==> config.mk <==
export PLATFORM = sky130hd
export DESIGN_NAME = systolic_feeder
export DESIGN_NICKNAME = d
export VERILOG_FILES = /design/src/rtl/systolic_feeder.sv
export SDC_FILE = /design/constraint.sdc
export NUM_CORES = 2
export LEC_CHECK = 0
export CORE_AREA = 5 5 682 684
export CTS_CLUSTER_DIAMETER = 60
export DETAILED_ROUTE_END_ITERATION = 7
export DIE_AREA = 0 0 687 689
export DONT_BUFFER_PORTS = 1
export GPL_TIMING_DRIVEN = 0
export PLACE_DENSITY = 0.3
export SYNTH_ARGS = -nofsm -noshare
export SYNTH_HDL_FRONTEND = slang
export SYNTH_SLANG_ARGS = --single-unit
==> constraint.sdc <==
create_clock -name i_clk -period 7.47 [get_ports i_clk]
set_input_delay 0 -clock i_clk [delete_from_list [all_inputs] [get_ports i_clk]]
set_output_delay 0 -clock i_clk [all_outputs]
set_load 0.005 [all_outputs]
==> src/rtl/systolic_feeder.sv <==
// systolic_feeder: stages one A/B job into a systolic array and returns C=A*B as the accumulator delta over the job.
module systolic_feeder #(
  parameter int N = 4
) (
  input  logic                         i_clk,
  input  logic                         i_arst_n,
  input  logic                         i_valid,
  output logic                         o_ready,
  input  logic [N-1:0][N-1:0][7:0]     i_a,
  input  logic [N-1:0][N-1:0][7:0]     i_b,
  output logic                         o_doProcess,
  output logic [N-1:0][2*N-2:0][7:0]   o_row,
  output logic [N-1:0][2*N-2:0][7:0]   o_col,
  input  logic [N-1:0][N-1:0][31:0]    i_c,
  output logic                         o_valid,
  input  logic                         i_ready,
  output logic [N-1:0][N-1:0][31:0]    o_c
);
  localparam int W = 2*N-1;
  localparam int CW = $clog2(3*N-2);
  localparam logic [CW-1:0] LAST = CW'(3*N-3);
  typedef enum logic [1:0] {IDLE, RUN, DRAIN, DONE} state_t;
  state_t state, next_state;
  logic [CW-1:0] cnt;
  logic [N-1:0][N-1:0][31:0] base;
  logic [N-1:0][W-1:0][7:0] row_ld, col_ld, row_sh, col_sh;
  logic accept;
  assign accept = i_valid & o_ready;
  for (genvar i = 0; i < N; i++) begin : g_win
    assign row_sh[i] = {8'd0, o_row[i][W-1:1]};
    assign col_sh[i] = {8'd0, o_col[i][W-1:1]};
    for (genvar k = 0; k < W; k++) begin : g_k
      if (k >= i && k < i + N) begin : g_in
        assign row_ld[i][k] = i_a[i][k-i];
        assign col_ld[i][k] = i_b[k-i][i];
      end else begin : g_out
        assign row_ld[i][k] = 8'd0;
        assign col_ld[i][k] = 8'd0;
      end
    end
  end
  always_ff @(posedge i_clk or negedge i_arst_n)
    if (!i_arst_n) state <= IDLE;
    else state <= next_state;
  always_comb
    next_state = state == IDLE  ? (i_valid ? RUN : IDLE) :
                 state == RUN   ? (cnt == LAST ? DRAIN : RUN) :
                 state == DRAIN ? DONE :
                 (i_ready ? IDLE : DONE);
  always_comb begin
    o_ready = state == IDLE;
    o_doProcess = state == RUN;
    o_valid = state == DONE;
  end
  // Windows shift toward index 0 while running and sit at zero otherwise.
  always_ff @(posedge i_clk or negedge i_arst_n)
    if (!i_arst_n) begin
      cnt <= '0;
      o_row <= '0;
      o_col <= '0;
      base <= '0;
      o_c <= '0;
    end else begin
      cnt <= accept ? '0 : state == RUN ? cnt + 1'b1 : cnt;
      o_row <= accept ? row_ld : state == RUN ? row_sh : '0;
      o_col <= accept ? col_ld : state == RUN ? col_sh : '0;
      base <= accept ? i_c : base;
      for (int i = 0; i < N; i++)
        for (int j = 0; j < N; j++)
          o_c[i][j] <= state == DRAIN ? i_c[i][j] - base[i][j] : o_c[i][j];
    end
endmodule

After elaboration in Yosys (flattened, before gate mapping)
Index checks and enable logic that the tools add are counted.
{"block": "totals", "elab_cells": 126, "regBits": 1478, "output_inout_bits": 963, "memories": 0, "latch_bits": 0, "romBits": 0, "input_bits": 772, "mem_bits_rw": 0}
{"block": "classes", "bitwise": 1, "eq_ne": 4, "mul": 0, "shifts": 0, "n_div": 0, "n_reduce_logical": 2, "n_mux": 12, "magnitude_cmp": 0, "n_addsub": 17}
{"operator": "$sub 32x32->32", "n": 16}
{"operator": "$mux 224", "n": 2}
{"operator": "$mux 216", "n": 2}
{"operator": "$mux 2", "n": 5}
{"operator": "$mux 4", "n": 2}
{"operator": "$add 4x1->4 const B", "n": 1}
{"operator": "$eq 2x2->1 const B", "n": 2}
{"operator": "$eq 4x4->1 const B", "n": 1}
{"operator": "$eq 2x1->1 const B", "n": 1}
{"operator": "$logic_not 2->1", "n": 1}
{"operator": "$reduce_bool 2->1", "n": 1}
{"operator": "$and 1x1->1", "n": 1}
{"operator": "$mux 1", "n": 1}

Longest topological paths before layout
{"block": "depth", "word_depth": 4, "mapped_depth": 13, "mapped_depth_nobuf": 13}

Least setup slack after synthesis
OpenSTA, ideal clock, no wires.
{"block": "synth_timing", "path_kind": "reg-to-reg", "from": "register base[160] (netlist bit)", "to": "register o_c[190] (netlist bit)", "setup_slack_ns": 4.712, "path_buffers": 0, "path_stages_with_launch": 13, "setup_ns": 0.083, "required_time_ns": 7.387, "t_arrival_ns": 2.675, "period_less_slack_ns": 2.758, "path_cell_list": "dfrtp_1 > ha_1 > fa_1 > nor2b_1 > o31a_1 > o21ai_0 > a21boi_0 > a31oi_1 > o21ba_2 > o41ai_1 > a21oi_1 > xor2_1 > o21ai_0"}
{"block": "synth_via", "elab_chain_cells": 1}
{"item": "start, declared", "line_no": "25", "text": "logic [N-1:0][N-1:0][31:0] base;"}
{"item": "start signal, assigned", "line_no": "67", "text": "base <= accept ? i_c : base;"}
{"item": "$sub 32x32->32", "line_no": "70", "text": "o_c[i][j] <= state == DRAIN ? i_c[i][j] - base[i][j] : o_c[i][j];"}
{"item": "end signal, assigned by index", "line_no": "70"}
{"item": "end, declared", "line_no": "17", "text": "output logic [N-1:0][N-1:0][31:0] o_c"}
No other way between the ends.
A chain may end at the register's enable or synchronous reset.

Worst setup path in the final report
{"block": "layout_timing", "from": "register state[0]", "to": "register o_c[451] (netlist bit)"}
{"block": "layout_via", "elab_chain_cells": 1}
{"item": "start, declared", "line_no": "23", "text": "state_t state, next_state;"}
{"item": "start signal, assigned", "line_no": "44", "text": "else state <= next_state;"}
{"item": "$eq 2x2->1", "line_no": "70"}
No other way between the ends.

==> key figures <==
STA
  – Slew Viols, Final: 11
  – Rel. slew slack: -1.596%
  – Worst hold margin: 0.09969 ns
  – Fin Clk Skew: 0.09335 ns
  – Least-Margin Pin Slew: 1.524 ns
  – RSZ-0062 raised after global routing: false
  – Final hold violation count: 0
  – Fmax: 197.8 MHz
  – Fin crit share: 67.68%
  – Endpoints failing setup: 0
  – Fin crit period: 5.055 ns
  – Post-route setup slack: 2.415 ns

Floorplan
  – Initial Utilization: 16.16%
  – Num ports: 1735
  – Die area: 0.4733 mm^2
  – Die H: 689 um
  – FP Rows: 249
  – Core box area: 0.4583 mm^2
  – Die W: 687 um

Detailed routing
  – DR WL/cell: 28.42 um
  – DRC Markers: 0
  – Vias/cell: 4.254
  – Starting DRC count in detailed routing: 4420
  – ANT nets after route: 0
  – First-pass iteration count of the detailed router: 6
  – Routed via count: 69840
  – Final WL: 466600 um

Synthesis
  – Cell Area, Synth: 0.07408 mm^2
  – Yosys warning count: 0
  – Syn avg cell area: 9.266 um^2
  – Synth Flop Type: dfrtp_1
  – Cells after Synth: 7994
  – Synth cell types: 88
  – Synth async-reset ratio: 100.0%
  – Post-synthesis sequential area ratio: 46.69%
  – Post-synth EDFFs: 0
  – Number of synthesized register bits: 1382

Global routing
  – Vias in the first global route: 70940
  – Initial antenna violation count: 279
  – First-pass GRT wire length: 623000 um
  – GRT Resource Usage Total: 18.88%
  – Grt ovf: 0
  – Largest net degree at the start of global routing: 241

CTS
  – Sink Count: 1382
  – Root Driver: clkbuf_16
  – Num CTS Buffers: 242
  – Clk buf depth: 4
  – Clk_lat worst skew: 0.96 ns
  – Clock Pin Slew Worst Setup and Hold Paths: 0.06 ns
  – Post-CTS Setup Repair Bufs: 0
  – Cts repair resizes: 0
  – CTS tree: done
  – Post-CTS Hold Fix Bufs: 1550
  – H-tree Lvls: 4

Critical path
  – Startpoint Class: flip-flop
  – Crit path DAT: 5.81 ns
  – Critical Path RT: 8.23 ns
  – Setup crit end kind: flip-flop
  – Crit path kind: reg2reg
  – Crit path max fanout: 10

Pwr
  – Worst VDD drop: 225.9 uV
  – Lkg Pwr: 47.24 nW
  – Power density cells: 431.4 mW/mm^2

Place
  – RePlAce Congestion: 0.9975
  – IO Port Bufs: 0
  – Worst slack at placement: 1.994 ns
  – DP HPWL: 385000 um

Cells and area
  – Nets: 11200
  – Layout area overhead: 44.86%
  – Core Util, Final: 23.42%
  – Layout cells sized above 1: 6.368%

Run status
  – Violated checks: max-capacitance violations, max-slew violations
  – Status: finished with violations

Worst hold path
  – Hold Path Class: in2reg

Flow run
  – Max-cap violation count: 1
==> through the flow <==
step / TNS [ns] / cells / total power [mW] / area [um^2]
floorplan: 0 / 8089 / 24.72 / 74430
global placement: -139.99 / 14240 / 33.12 / 82130
detailed placement: 0 / 14270 / 33.42 / 82840
CTS: 0 / 16260 / 47.01 / 106900
global route: 0 / 16330 / 49.60 / 107100
finish: 0 / 16420 / 46.29 / 107300
==> worst max-delay path, stage by stage, from the launching register on <==
cell,delay [ns]
dfrtp_1,0.43
nand2b_1,0.13
clkbuf_2,0.38
buf_16,0.21
clkbuf_1,0.97
clkbuf_2,0.53
buf_16,0.21
clkbuf_2,0.44
buf_12,0.23
clkbuf_1,1.01
nand2_1,0.15
o31ai_1,0.11
==> report_power, final <==
| part | internal [mW] | switching [mW] | total (mW) |
|---|---|---|---|
| clock network | 7.40 | 4.51 | 11.9 |
| logic | 7.64 | 12.0 | 19.6 |
| registers | 10.6 | 4.20 | 14.8 |
| total | 25.6 | 20.7 | 46.3 |
==> path summary, 6_finish.rpt <==
check,end,cells after the start,slack (ns),from
max,o_c[451],11,2.41,state[0]
min,o_c[447],4,0.1,i_c[447]
max reg2reg,o_c[451],11,2.41,state[0]
min reg2reg,base[256],2,0.48,base[256]
max in group asynchronous,o_col[76],7,4.01,i_arst_n
min in group asynchronous,o_c[146],4,0.45,i_arst_n
==> synthesized netlist by cell type (all sizes together), types with 189 or more instances <==
master     n  area [um^2]
a21o     210         1577
a21oi    381         1926
a22o     193         1690
clkbuf   318         1194
dfrtp   1382        34580
ha       498         6231
inv      610         2290
nand2   1276         4790
nor2     189        709.4
o21ai   1195         6000
xnor2    232         2032
xor2     190         1664
==> flip-flops by register name, indices dropped and copies added (netlist names) <==
signal	flops
o_col	176
state	2
o_row	176
base	512
cnt	4
o_c	512
==> final cells by class <==
type,instances,area (um^2)
Sequential cell,1382,34580
Clock inverter,139,1887
Timing Repair Buffer,1581,16230
Fill cell,50000,351000
Clock buffer,304,6613
Antenna cell,156,390.4
Tap cell,6149,7694
Multi-Input combinational cell,5665,35590
Inverter,610,2290
Buffer,432,2029
==> cells in the final DEF, fill, tap and decap left out, drive strengths merged, types with 22 or more instances in the layout <==
cell type / instances
o211ai: 29
xor2: 190
a21o: 210
nand3: 101
o21ai: 1195
nor2: 189
and3: 107
conb: 96
clkbuf: 623
o31ai: 69
diode: 156
and2: 125
clkinv: 49
o21bai: 48
dfrtp: 1382
nand2: 1276
clkinvlp: 29
nand2b: 93
ha: 498
a31oi: 45
bufinv: 32
o21a: 64
or3: 22
dlygate4sd3: 1548
xnor2: 232
inv: 639
nand4: 49
buf: 146
a211oi: 47
nor3: 66
nor2b: 58
a21oi: 381
a22o: 193
==> routing by layer <==
layer	GRT usage, %	vias to the layer above	share of wire [%]
li1	-	31530	-
met1	23.51	35000	42
met2	29.76	2503	44
met3	8.224	715	10
met4	4.678	100	2.8
met5	0.8183	-	0.18
==> logic make-up (layout without fill, tap and decap cells) <==
kind of cell	count (synthesis)	after routing	synth area share (%)
AO/OA/AOI/OAI	2472	2472	20.56
XOR/XNOR	422	422	4.990
adder cells (fa/ha/maj)	514	514	8.844
buffers and inverters	1042	3066	5.768
flip-flops	1382	1382	46.69
multiplexers	1	1	0.01351
other	1	252	0.005062
AND/OR/NAND/NOR	2160	2160	13.14
No activity file was read; power rests on OpenSTA's default activity.
